[src/rtl/store_narrower_pkg.sv]
// rtl/store_narrower_pkg.sv - size encodings, byte-enable constants and the store buffer entry type
package store_pkg;

  localparam int STORE_ADDR_W = 32;

  typedef enum logic [1:0] {
    SZ_BYTE = 2'b00,
    SZ_HALF = 2'b01,
    SZ_WORD = 2'b10,
    SZ_ILL  = 2'b11
  } store_size_e;

  localparam logic [3:0] BE_NONE    = 4'b0000;
  localparam logic [3:0] BE_LANE0   = 4'b0001;
  localparam logic [3:0] BE_LANE1   = 4'b0010;
  localparam logic [3:0] BE_LANE2   = 4'b0100;
  localparam logic [3:0] BE_LANE3   = 4'b1000;
  localparam logic [3:0] BE_LO_HALF = BE_LANE1 | BE_LANE0;
  localparam logic [3:0] BE_HI_HALF = BE_LANE3 | BE_LANE2;
  localparam logic [3:0] BE_ALL     = 4'b1111;

  typedef struct packed {
    logic [STORE_ADDR_W-1:0] addr;
    logic [31:0]             wdata;
    logic [3:0]              be;
  } store_entry_t;

endpackage

[src/rtl/store_narrower_if.sv]
// rtl/store_narrower_if.sv - store request side and data-memory write port of the store narrower
interface store_narrower_if #(
  parameter int ADDR_W = 32
);
  logic              req_valid;
  logic              req_ready;
  logic [ADDR_W-1:0] req_addr;
  logic [31:0]       req_data;
  logic [1:0]        req_size;
  logic              mem_valid;
  logic              mem_ready;
  logic [ADDR_W-1:0] mem_addr;
  logic [31:0]       mem_wdata;
  logic [3:0]        mem_be;
  logic              misalign;
  logic [ADDR_W-1:0] misalign_addr;

  modport master (
    output req_valid, req_addr, req_data, req_size, mem_ready,
    input  req_ready, mem_valid, mem_addr, mem_wdata, mem_be, misalign, misalign_addr
  );

  modport slave (
    input  req_valid, req_addr, req_data, req_size, mem_ready,
    output req_ready, mem_valid, mem_addr, mem_wdata, mem_be, misalign, misalign_addr
  );
endinterface

[src/rtl/store_narrower_lane_gen.sv]
// rtl/store_narrower_lane_gen.sv - lane replication, byte enables and alignment check for SB/SH/SW
// STORE_BIGENDIAN_EN selects big-endian byte-lane numbering; default is little-endian.
module store_lane_gen
  import store_pkg::*;
(
  input  logic [1:0]  addr,
  input  store_size_e size,
  input  logic [31:0] data,
  output logic [31:0] wdata,
  output logic [3:0]  be,
  output logic        misaligned
);

  always_comb begin
    wdata      = data;
    be         = BE_ALL;
    misaligned = 1'b0;
    unique case (size)
      SZ_BYTE: begin
        wdata = {4{data[7:0]}};
`ifdef STORE_BIGENDIAN_EN
        be    = BE_LANE3 >> addr;
`else
        be    = BE_LANE0 << addr;
`endif
      end
      SZ_HALF: begin
        wdata      = {2{data[15:0]}};
`ifdef STORE_BIGENDIAN_EN
        be         = addr[1] ? BE_LO_HALF : BE_HI_HALF;
`else
        be         = addr[1] ? BE_HI_HALF : BE_LO_HALF;
`endif
        misaligned = addr[0];
      end
      SZ_WORD: begin
        misaligned = |addr;
      end
      SZ_ILL: begin
        be         = BE_NONE;
        misaligned = 1'b1;
      end
    endcase
  end

endmodule

[src/rtl/store_narrower.sv]
// rtl/store_narrower.sv - narrows store data onto memory byte lanes and buffers stores in a FIFO
// Lane numbering follows STORE_BIGENDIAN_EN inside store_lane_gen.
module store_narrower
  import store_pkg::*;
#(
  parameter int DEPTH  = 2,
  parameter int ADDR_W = 32
) (
  input logic             clk,
  input logic             rst_n,
  store_narrower_if.slave bus
);

  localparam int PW = (DEPTH > 1) ? $clog2(DEPTH) : 1;
  localparam int CW = $clog2(DEPTH + 1);

  logic [PW-1:0] wr_ptr;
  logic [PW-1:0] rd_ptr;
  logic [CW-1:0] count;
  store_entry_t  fifo_q [DEPTH];
  store_entry_t  new_entry;
  store_entry_t  head;

  logic [31:0] lane_wdata;
  logic [3:0]  lane_be;
  logic        lane_mis;
  logic        full;
  logic        accept;
  logic        push;
  logic        pop;

  store_lane_gen u_lane_gen (
    .addr       (bus.req_addr[1:0]),
    .size       (store_size_e'(bus.req_size)),
    .data       (bus.req_data),
    .wdata      (lane_wdata),
    .be         (lane_be),
    .misaligned (lane_mis)
  );

  // req_ready depends only on registered count, never on mem_ready
  assign full          = (count == CW'(DEPTH));
  assign bus.req_ready = !full;
  assign accept        = bus.req_valid && !full;
  assign push          = accept && !lane_mis;
  assign bus.mem_valid = (count != '0);
  assign pop           = bus.mem_valid && bus.mem_ready;

  assign new_entry.addr  = STORE_ADDR_W'({bus.req_addr[ADDR_W-1:2], 2'b00});
  assign new_entry.wdata = lane_wdata;
  assign new_entry.be    = lane_be;

  assign head          = fifo_q[rd_ptr];
  assign bus.mem_addr  = ADDR_W'(head.addr);
  assign bus.mem_wdata = head.wdata;
  assign bus.mem_be    = head.be;

  always_ff @(posedge clk or negedge rst_n) begin
    if (!rst_n) begin
      wr_ptr <= '0;
      rd_ptr <= '0;
      count  <= '0;
      for (int i = 0; i < DEPTH; i++) begin
        fifo_q[i] <= '0;
      end
    end else begin
      if (push) begin
        fifo_q[wr_ptr] <= new_entry;
        wr_ptr         <= wr_ptr + PW'(1);
      end
      if (pop) begin
        rd_ptr <= rd_ptr + PW'(1);
      end
      case ({push, pop})
        2'b10:   count <= count + CW'(1);
        2'b01:   count <= count - CW'(1);
        default: count <= count;
      endcase
    end
  end

  // Rejected requests are consumed without touching the buffer
  always_ff @(posedge clk or negedge rst_n) begin
    if (!rst_n) begin
      bus.misalign      <= 1'b0;
      bus.misalign_addr <= '0;
    end else begin
      bus.misalign <= accept && lane_mis;
      if (accept && lane_mis) begin
        bus.misalign_addr <= bus.req_addr;
      end
    end
  end

endmodule

[src/flat_wrapper.sv]
// flat-port wrapper written by rule: the top's interface ports become plain ports
module store_narrower_flat import store_pkg::*;
#(
  parameter int DEPTH  = 2,
  parameter int ADDR_W = 32
)
  (clk, rst_n, bus_req_valid, bus_req_addr, bus_req_data, bus_req_size, bus_mem_ready, bus_req_ready, bus_mem_valid, bus_mem_addr, bus_mem_wdata, bus_mem_be, bus_misalign, bus_misalign_addr);
  store_narrower_if #(.ADDR_W(ADDR_W)) bus_i ();
  input logic clk;
  input logic rst_n;
  input wire logic [$bits(bus_i.req_valid)-1:0] bus_req_valid;
  input wire logic [$bits(bus_i.req_addr)-1:0] bus_req_addr;
  input wire logic [$bits(bus_i.req_data)-1:0] bus_req_data;
  input wire logic [$bits(bus_i.req_size)-1:0] bus_req_size;
  input wire logic [$bits(bus_i.mem_ready)-1:0] bus_mem_ready;
  output wire logic [$bits(bus_i.req_ready)-1:0] bus_req_ready;
  output wire logic [$bits(bus_i.mem_valid)-1:0] bus_mem_valid;
  output wire logic [$bits(bus_i.mem_addr)-1:0] bus_mem_addr;
  output wire logic [$bits(bus_i.mem_wdata)-1:0] bus_mem_wdata;
  output wire logic [$bits(bus_i.mem_be)-1:0] bus_mem_be;
  output wire logic [$bits(bus_i.misalign)-1:0] bus_misalign;
  output wire logic [$bits(bus_i.misalign_addr)-1:0] bus_misalign_addr;
  assign bus_i.req_valid = bus_req_valid;
  assign bus_i.req_addr = bus_req_addr;
  assign bus_i.req_data = bus_req_data;
  assign bus_i.req_size = bus_req_size;
  assign bus_i.mem_ready = bus_mem_ready;
  assign bus_req_ready = bus_i.req_ready;
  assign bus_mem_valid = bus_i.mem_valid;
  assign bus_mem_addr = bus_i.mem_addr;
  assign bus_mem_wdata = bus_i.mem_wdata;
  assign bus_mem_be = bus_i.mem_be;
  assign bus_misalign = bus_i.misalign;
  assign bus_misalign_addr = bus_i.misalign_addr;
  store_narrower #(.DEPTH(DEPTH), .ADDR_W(ADDR_W)) u_core (.clk(clk), .rst_n(rst_n), .bus(bus_i));
endmodule
[config.mk]
export PLATFORM = sky130hd
export DESIGN_NAME = store_narrower_flat
export DESIGN_NICKNAME = d
export VERILOG_FILES = /design/src/rtl/store_narrower_pkg.sv /design/src/rtl/store_narrower_if.sv /design/src/rtl/store_narrower_lane_gen.sv /design/src/rtl/store_narrower.sv /design/src/flat_wrapper.sv
export SDC_FILE = /design/constraint.sdc
export NUM_CORES = 1
export LEC_CHECK = 0
export CORE_MARGIN = 2
export CORE_UTILIZATION = 54
export CTS_CLUSTER_SIZE = 8
export DETAILED_ROUTE_END_ITERATION = 16
export GPL_TIMING_DRIVEN = 1
export HOLD_SLACK_MARGIN = 0.03
export PLACE_DENSITY_LB_ADDON = 0.05
export SETUP_SLACK_MARGIN = 0.5
export SYNTH_ARGS = -nofsm -noshare
export SYNTH_HDL_FRONTEND = slang
export SYNTH_SLANG_ARGS = --single-unit
[constraint.sdc]
create_clock -name clk -period 4.15 [get_ports clk]
set_input_delay 1.245 -clock clk [delete_from_list [all_inputs] [get_ports clk]]
set_output_delay 1.245 -clock clk [all_outputs]
set_load 0.03 [all_outputs]
Word level (Yosys, flattened, before mapping)
Index checks and enable logic that the tools add are counted.
{ "word_totals": {"regBits": 173, "in_bits": 70} }
{ "classes": {"n_addsub": 4, "order_cmp": 3, "eq_ne": 6, "shifts": 1, "n_mux": 11, "bitwise": 2, "reduce_logical": 11} }
{ "ops": {"columns": ["cell", "count"], "rows": [
  ["$mux W68", 4],
  ["$bwmux W136", 1],
  ["$demux W68 S1", 1],
  ["$pmux W32 S2", 1],
  ["$pmux W4 S3", 1],
  ["$eq A2 B2 Y1 const B", 4],
  ["$logic_and A1 B1 Y1", 5],
  ["$eq A2 B1 Y1 const B", 2],
  ["$ge A2 B2 Y1 const B", 2],
  ["$mux W4", 1],
  ["$not A1 Y2", 2],
  ["$pmux W2 S2", 1],
  ["$reduce_bool A2 Y1", 2],
  ["$shl A1 B2 Y4 const A", 1],
  ["$pmux W1 S3", 1],
  ["$add A1 B1 Y1 const B", 2],
  ["$add A2 B1 Y2 const B", 1],
  ["$logic_not A1 Y1", 2],
  ["$logic_not A2 Y1", 1],
  ["$lt A2 B1 Y1 const B", 1],
  ["$reduce_or A2 Y1", 1],
  ["$sub A2 B1 Y2 const B", 1]
]} }

Longest topological paths before layout
{ "logic_depth": {"word_depth": 6, "ltp_mapped": 7} }

Modules after synthesis
From an unflattened synthesis, not the netlist that was laid out.
{ "hier_totals": {"cells_unflattened": 511, "area_unflattened_um2": 7843.8} }
{ "modules_own_cells": {"columns": ["mod", "instances", "cells_each", "area_each_um2", "seq_area_each_um2"], "rows": [
  ["store_narrower", 1, 443, 7269.5, 4229.1],
  ["store_lane_gen", 1, 68, 574.3, 0.0]
]} }

Worst setup path before layout
OpenSTA, ideal clock, no wires.
{ "synth_timing": {"path_kind": "register to output", "from": "reg u_core.rd_ptr", "to": "out bus_mem_addr[10]", "arrival_ns": 1.359, "t_required_ns": 2.905, "path_slack_ns": 1.546, "path_stages_with_launch": 4, "path_cell_list": "dfrtp_1 -> clkbuf_1 -> buf_2 -> mux2_2"} }
{ "synth_via": {"elab_chain_cells": 4} }
{ "synth_rtl": {"columns": ["item", "line", "rtl"], "rows": [
  ["from (decl)", "store_narrower.sv:18", "logic [PW-1:0] rd_ptr;"],
  ["from (signal assigned)", "store_narrower.sv:72", "rd_ptr <= rd_ptr + PW'(1);"],
  ["$not A1 Y2 (implied by the code)", "store_narrower.sv:53", "assign head = fifo_q[rd_ptr];"],
  ["$mux W68 (implied by the code) (3 in series)", "store_narrower.sv:53", null],
  ["to (decl)", "flat_wrapper.sv:18", "output wire logic [$bits(bus_i.mem_addr)-1:0] bus_mem_addr;"]
]} }
Every way passes these cells. The select of a mux whose other input is x is not followed.

Worst setup path in the final report
{ "layout_timing": {"from": "reg u_core.rd_ptr", "to": "out bus_mem_wdata[27]"} }
{ "layout_via": {"elab_chain_cells": 4} }
{ "layout_rtl": {"columns": ["item", "line", "rtl"], "rows": [
  ["$not A1 Y2 (implied by the code)", "store_narrower.sv:53", null],
  ["$mux W68 (implied by the code) (3 in series)", "store_narrower.sv:53", null],
  ["to (decl)", "flat_wrapper.sv:19", "output wire logic [$bits(bus_i.mem_wdata)-1:0] bus_mem_wdata;"]
]} }
Every way passes these cells. The select of a mux whose other input is x is not followed.

==> flow_summary.toml <==
[clocking]
insertion_delay_ns = 0.43
hold_buffers = 0
cts_root_buffer = "clkbuf_16"
numCtsBuffers = 17
htreeDepth = 4
clk_pin_slew_worst_paths_ns = 0.06
cts_sinks = 169
cts_tree = "built"
clk_path_buf_depth = 2
post_cts_resized = 0

[setup_path]
endpoint_kind = "output pin"
reg2reg_from = "u_core.count[0]"
rrSetupSlack_ns = 1.94
endpoint = "bus_mem_wdata[27]"
crit_arrival_ns = 2.26
start_kind = "flop"
ff2ff_path_depth = 3
crit_fanout = 24
rr_endpoint = "u_core.bus.misalign_addr[29]"
cp-startpoint = "u_core.rd_ptr"
slowest_stage = "dfrtp_4"
crit_type = "flop to output pin"
cp_cell_sequence = "buf_12 -> mux2_2 -> clkdlybuf4s50_1"
max_stage_delay_ns = 0.61
required_ns = 2.90

[finish]
area_growth_pct = 33.3
diodes = 0
fin_cells = 918
seq_area_sq_um = 4230
final_layout_size_suffix_gt1_share_pct = 25.9
postLayoutCellArea_sq_um = 10100
multi_input_area_sq_um = 3170
mostFrequentLayoutCells = "clkdlybuf4s50_1, dfrtp_1, mux2_2, nand2_1, o21ai_0"
fin_nets = 797
fill_cells = 964
fin_util_pct = 73.4
mostFrequentLayoutCell = "clkdlybuf4s50_1"

[pwr]
clkPwrFrac_pct = 17.7
power_switching_w = 0.00347
p_sw_share_pct = 37.7
p_int_w = 0.00574
vdd.ir_drop.worst_mv = 0.536
combPwrFrac_pct = 50.7
power_w = 0.00921
leakagePower_nw = 4.50
p_per_area_nw_per_um2 = 911
seqPwrFrac_pct = 31.7

[sta]
setup_tns_ns = 0
fin_crit_sh_pct = 84.5
setup-violations-final = 0
finalClockSkew_ns = 0.0166
period_minus_slack_ns = 3.51
hold_viol = 0
drv_slew = 0
relSlewSlack_pct = 40.5
fmax_ghz = 0.285
tightest_slew_ns = 0.892
rsz0062_at_grt = "no"

[floorplan]
die_area_sq_um = 15000
ios = 173
die_h_microns = 123
core_area_sq_um = 13800
dieWidth_microns = 123
row_count = 43
start_util_pct = 55.1

[synth]
yosysWarnings = 0
ys_types = 32
yosysTopAreaCell = "dfrtp_1"
syn_area_per_cell_sq_um = 13.5
netlist.area_leader.share_pct = 55.8
syn-instance-count = 560
synth_area_leaders = "dfrtp_1, mux2_2, mux2_4"
synth_area_sq_um = 7580
yosysSeqAreaShare_pct = 55.8
synth_seq_cells = 169

[placed_design]
placed_area_sq_um = 9470
placed_cells = 885
dp_hpwl_microns = 11300
port_buffers = 170
globalplace.congestion = 0.757

[global_routing]
grtUsageTotal_pct = 24.3
grt_overflow_total = 0
grt_pass1_wl_microns = 27800
antenna_found_initial = 0
grt_max_degree = 100
grt_pass1_vias = 5436

[min_path]
hold_path_class = "flop to flop"

[detailed_routing]
drtIter0Drc = 189
drtPass1Iterations = 4
ant_nets = 0
avgRoutedWirePerCell_microns = 18.9
drc = 0
vias = 4987
viasPerCell = 5.43
drt_wl_total_microns = 17400

[run_status]
status = "complete, no violations"

[flow_run]
maxCapViolations = 0
## worst min-delay path by stage
stage                                  from                 to  cells past startpoint
after global placement    u_core.fifo_q[21]  u_core.fifo_q[21]                      2
after CTS                 u_core.fifo_q[13]  u_core.fifo_q[13]                      2
after detailed placement  u_core.fifo_q[13]  u_core.fifo_q[13]                      2
final                     u_core.fifo_q[13]  u_core.fifo_q[13]                      2
after floorplan            u_core.fifo_q[0]   u_core.fifo_q[0]                      2
after global routing      u_core.fifo_q[19]  u_core.fifo_q[19]                      2
## cells in the mapped netlist
cell type / n
nor2b_1: 1
or2_2: 1
conb_1: 1
o21a_1: 1
inv_1: 2
o21ai_0: 51
xor2_1: 2
nand2b_1: 2
o21ai_1: 1
nor2_1: 12
buf_4: 7
nor2_2: 1
xnor2_1: 2
nand3_1: 1
buf_1: 3
nor3_4: 1
mux2_4: 39
nand2_1: 53
o211ai_1: 1
mux2_1: 40
buf_6: 4
o2111ai_2: 1
buf_2: 11
dfrtp_1: 169
and2_1: 1
o2111ai_1: 1
mux2_2: 101
ha_1: 1
a21oi_2: 1
a21oi_1: 10
mux2i_1: 25
clkbuf_1: 13
## cells by family after synthesis
kind of cell / count (synthesis) / share of synthesized area, %
other: 1 / 0.0494
adder cells (fa/ha/maj): 1 / 0.165
XOR/XNOR: 4 / 0.462
AND/OR/NAND/NOR: 73 / 3.99
multiplexers: 205 / 32.0
AO/OA/AOI/OAI: 67 / 4.72
flip-flops: 169 / 55.8
buffers and inverters: 40 / 2.90
## power by group through the flow
stage | clock network (W) | logic, W | registers [W]
2_1_floorplan | 0 | 0.00272 | 0.00307
3_5_place_dp | 0 | 0.00457 | 0.00299
5_1_grt | 0.00173 | 0.00493 | 0.00302
3_3_place_gp | 0 | 0.00449 | 0.00293
6_report | 0.00163 | 0.00467 | 0.00292
4_1_cts | 0.00165 | 0.00468 | 0.00294
## layout make-up
cell class	count	area share, %
flip-flops and latches	169	41.9
well taps	180	2.23
clock inverters	7	1.14
inverters	2	0.0742
repair buffers	184	18.5
multi-input cells	352	31.4
clock buffers	24	4.86
## flip-flops by register name, indices dropped and copies added, names as in the netlist
name                      flops
u_core.wr_ptr                 1
u_core.rd_ptr                 1
u_core.count                  2
u_core.bus.misalign           1
u_core.fifo_q               132
u_core.bus.misalign_addr     32
## stage by stage
step,hold WS (ns),setup slack (ns)
6_report,0.475,0.645
5_1_grt,0.500,0.576
4_1_cts,0.479,0.504
3_5_place_dp,0.465,0.441
3_3_place_gp,0.456,0.596
2_1_floorplan,0.444,1.55
## per-layer routing
layer	track usage, %	wire (microns)
met5	0	0
met4	7.04	189
met3	6.46	928
met2	41.2	8920
met1	30.6	7340
## critical path: cells and delay by family (launching register included)
family	cells	cell delay, ns
buffers and inverters	2	0.85
flip-flops	1	0.61
multiplexers	1	0.36
## repair_timing
action,4_1_cts,5_1_grt
gates cloned,0,0
endpoints found under the setup margin,28,28
pin swaps,0,0
setup buffers,1,1
(Power assumes the default switching activity.)
